==> config.mk <==
export PLATFORM = sky130hd
export DESIGN_NAME = jt49_div
export DESIGN_NICKNAME = d
export VERILOG_FILES = /design/src/rtl/jt49_div.sv
export SDC_FILE = /design/constraint.sdc
export NUM_CORES = 1
export LEC_CHECK = 0
export CORE_AREA = 2 2 50 52
export DETAILED_ROUTE_END_ITERATION = 10
export DIE_AREA = 0 0 52 54
export GPL_TIMING_DRIVEN = 0
export PLACE_DENSITY = 0.69
export SLEW_MARGIN = 20
export SYNTH_ARGS = -nofsm -noshare
export SYNTH_HDL_FRONTEND = slang
export SYNTH_SLANG_ARGS = --single-unit
==> constraint.sdc <==
create_clock -name clk -period 2.2 [get_ports clk]
set_input_delay 0.33 -clock clk [delete_from_list [all_inputs] [get_ports clk]]
set_output_delay 0.33 -clock clk [all_outputs]
set_load 0.005 [all_outputs]
==> src/rtl/jt49_div.sv <==
// jt49_div: clock-enabled programmable divider producing a 50% square wave and a toggle tick.
// Define JT49_DIV_CHECK_EN to compile in simulation-only consistency checkers.
module jt49_div #(
    parameter int width = 12
) (
    input  logic             clk,
    input  logic             rst_n,
    input  logic             cen,
    input  logic [width-1:0] period,
    output logic             div,
    output logic             tick
);
    logic [width-1:0] count;
    logic             hit;

    // count never drops below 1, so comparing against a raw 0 behaves as period 1
    assign hit = count >= period;

    always_ff @(posedge clk or negedge rst_n) begin
        if (!rst_n) begin
            count <= width'(1);
            div   <= 1'b0;
            tick  <= 1'b0;
        end else begin
            tick <= cen & hit;
            if (cen) begin
                count <= hit ? width'(1) : count + width'(1);
                div   <= div ^ hit;
            end
        end
    end

`ifdef JT49_DIV_CHECK_EN
    logic             div_q;
    logic             cen_q;
    logic [width-1:0] lim_q;

    always_ff @(posedge clk or negedge rst_n) begin
        if (!rst_n) begin
            div_q <= 1'b0;
            cen_q <= 1'b0;
            lim_q <= width'(1);
        end else begin
            div_q <= div;
            cen_q <= cen;
            if (cen) lim_q <= (period == '0) ? width'(1) : period;
        end
    end

    always @(posedge clk) begin
        if (rst_n) begin
            if (div != div_q && !cen_q) $error("jt49_div: div changed without cen");
            if (count == '0) $error("jt49_div: count is zero");
            if (count > lim_q) $error("jt49_div: count exceeds limit");
            if (tick != (div ^ div_q)) $error("jt49_div: tick does not match div toggle");
        end
    end
`endif
endmodule

==> results.sh <==
export IMPL_syn_num_nets=138
export IMPL_min_path_type="primary input to asynchronous set/reset pin"
export IMPL_clk_pin_slew_worst_paths_ns=0.09
export IMPL_clockBufferDepth=2
export IMPL_dr_total_vias=811
export IMPL_cp_arrival_ns=2.36
export IMPL_grt_max_degree=15
export IMPL_postRouteAntennaNets=0
export IMPL_status="finished, final reports clean"
export IMPL_synthCells=110
export IMPL_die_w_um=52
export IMPL_area_growth_pct=29.10
export IMPL_antenna_found_initial=0
export IMPL_cap_violations=0
export IMPL_coreArea_mm2=0.002320
export IMPL_hold_viol=0
export IMPL_grt_overflow=0
export IMPL_cts_root_buf="clkbuf_4"
export IMPL_cts_buffers=3
export IMPL_htree_levels=1
export IMPL_first_pass_iters=4
export IMPL_vdd_drop_max_uv=387.5
export IMPL_dp_slack_ns=-0.2617
export IMPL_timing_final_crit_share=0.9770
export IMPL_grt_first_pass_wirelength_mm=3.277
export IMPL_antenna_cells=0
export IMPL_clk_latency_ns=0.28
export IMPL_via_per_inst=5.037
export IMPL_die_y_um=54
export IMPL_seq_area_frac_synth=0.3495
export IMPL_ys_ff_latch=14
export IMPL_fin_ws_ns=0.05052
export IMPL_stdcell_area_mm2=0.001299
export IMPL_start_util=0.4337
export IMPL_power_density_mw_per_mm2=730.4
export IMPL_relSlewSlack=0.5625
export IMPL_worst_setup_path_end_kind="flop"
export IMPL_ios=17
export IMPL_drt_wl_total_mm=1.998
export IMPL_fmax_mhz=465.2
export IMPL_finalMaxSlewViolations=0
export IMPL_first_global_vias=790
export IMPL_tightestPinTransition_ns=0.6543
export IMPL_period_minus_slack_ns=2.149
export IMPL_track_usage=0.1605
export IMPL_drc=0
export IMPL_cts_sinks=14
export IMPL_cp_required_ns=2.41
export IMPL_wl_per_cell_um=12.41
export IMPL_leakagePower_nw=0.6068
export IMPL_io_buffers=15
export IMPL_finClkSkew_ns=0.008808
export IMPL_start_kind="flop"
export IMPL_ys_warn_count=0
export IMPL_setup_violations=0
export IMPL_fillers=199
export IMPL_fin_nets=160
export IMPL_place_hpwl_mm=1.421
export IMPL_syn_area_mm2=0.001006
export IMPL_avgSynthCellArea_um2=9.145
export IMPL_yosysUniqueCellTypes=27
export IMPL_die_area_mm2=0.002808
export IMPL_hold_buffers=0
export IMPL_path_max_fanout=5
export IMPL_layout_drive_gt1_share=0.1756
export IMPL_cts_tree="yes"
export IMPL_worstSetupPathType="flop to flop"
export IMPL_drt_iter0_markers=13
export IMPL_rows=18
export IMPL_place_congestion=0.8937
export IMPL_placed_cell_area_mm2=0.001194
export IMPL_layout_common_cells="clkdlybuf4s50_1, inv_1, dfrtp_1"
export IMPL_final_common_cell="clkdlybuf4s50_1"
metrics by stage:
step	TNS [ns]	total power [W]	utilization	hold WS, ns	instances
2_1_floorplan	0	0.0006246	-	0.03441	110
3_3_place_gp	-2.277	0.0007169	0.5146	0.4569	155
3_5_place_dp	-2.958	0.0007343	0.5146	0.4607	155
4_1_cts	0	0.0009346	0.5334	0.4288	160
5_1_grt	-0.05513	0.001029	0.5599	0.4569	161
6_report	0	0.0009486	0.5599	0.4425	161
cells by family (layout without fill, tap and decap cells):
family,Yosys count,in the layout,share of synthesized area
and+or+nand+nor,40,40,0.2226
AOI/OAI and AO/OA,16,16,0.1082
xor gates and xnor gates,10,10,0.08707
buffers and inverters,17,38,0.07089
DFF,14,14,0.3495
adders and majority gates,13,13,0.1617
layout make-up:
type	count	area, um2	share of cell area
flip-flops and latches	14	351.6	0.2707
plain buffers	2	23.77	0.01830
inverters	15	56.30	0.04335
well taps	30	37.54	0.02890
repair buffers	17	182.7	0.1407
multi-input cells	79	610.6	0.4701
clock buffers	4	36.28	0.02794
worst paths after layout:
check	start	end	slack [ns]	cells after the start
worst max register to register	count[0]$_DFFE_PN1P_	count[4]$_DFFE_PN0P_	0.05	8
worst max-delay path	count[0]$_DFFE_PN1P_	count[4]$_DFFE_PN0P_	0.05	8
max in group asynchronous	rst_n	count[5]$_DFFE_PN0P_	1.33	1
min in group clk	cen	count[1]$_DFFE_PN0P_	0.45	2
worst min-delay path	rst_n	div$_DFFE_PN0P_	0.44	1
worst min register to register	div$_DFFE_PN0P_	div$_DFFE_PN0P_	0.47	1
registers in the layout (all words and copies together) (netlist names):
register and count:
tick 1, div 1, count 12
per-layer routing:
layer,vias up,share of wire,GRT usage
met5,-,0,0
met4,0,0.0055,0.09649
met3,2,0.047,0.02222
met2,18,0.48,0.2743
met1,380,0.46,0.1920
li1,411,-,-
critical path: stages, from the launching register on:
cell,delay (ns)
dfstp_2,0.56
inv_2,0.06
ha_4,0.20
nand2b_4,0.13
a2111o_1,0.38
a211oi_2,0.23
and3b_4,0.26
clkbuf_16,0.17
nor2_4,0.09
synthesized netlist by cell type:
master / count / area share
a2111o_1: 1 / 0.011
a211oi_2: 1 / 0.012
a21oi_1: 6 / 0.030
and3_1: 1 / 0.0062
and3b_4: 1 / 0.012
buf_6: 1 / 0.011
clkbuf_1: 1 / 0.0037
dfrtp_1: 13 / 0.32
dfstp_2: 1 / 0.026
ha_1: 13 / 0.16
inv_1: 15 / 0.056
nand2_1: 11 / 0.041
nand2b_1: 2 / 0.012
nand2b_4: 1 / 0.014
nand3_1: 1 / 0.0050
nand4_1: 6 / 0.037
nor2_1: 5 / 0.019
nor2_2: 8 / 0.050
nor2_4: 1 / 0.011
nor3_1: 3 / 0.015
o21ai_0: 4 / 0.020
o21ba_2: 1 / 0.010
o21bai_1: 1 / 0.0075
o221ai_1: 1 / 0.0087
o32ai_1: 1 / 0.0087
xnor2_1: 3 / 0.026
xor2_1: 7 / 0.061
power breakdown:
group          switching (W)  internal [W]  total, W
clock network      0.0000853      0.000101  0.000186
logic               0.000171      0.000181  0.000352
registers          0.0000881      0.000322  0.000410
total               0.000344      0.000604  0.000949
repair_timing:
action / 4_1_cts / 5_1_grt
resized for setup: 0 / 8
gates cloned: 0 / 1
pin swaps: 0 / 2
setup buffers: 1 / 0
endpoints found under the setup margin: 9 / 11
Power figures use the tool's default switching activity.
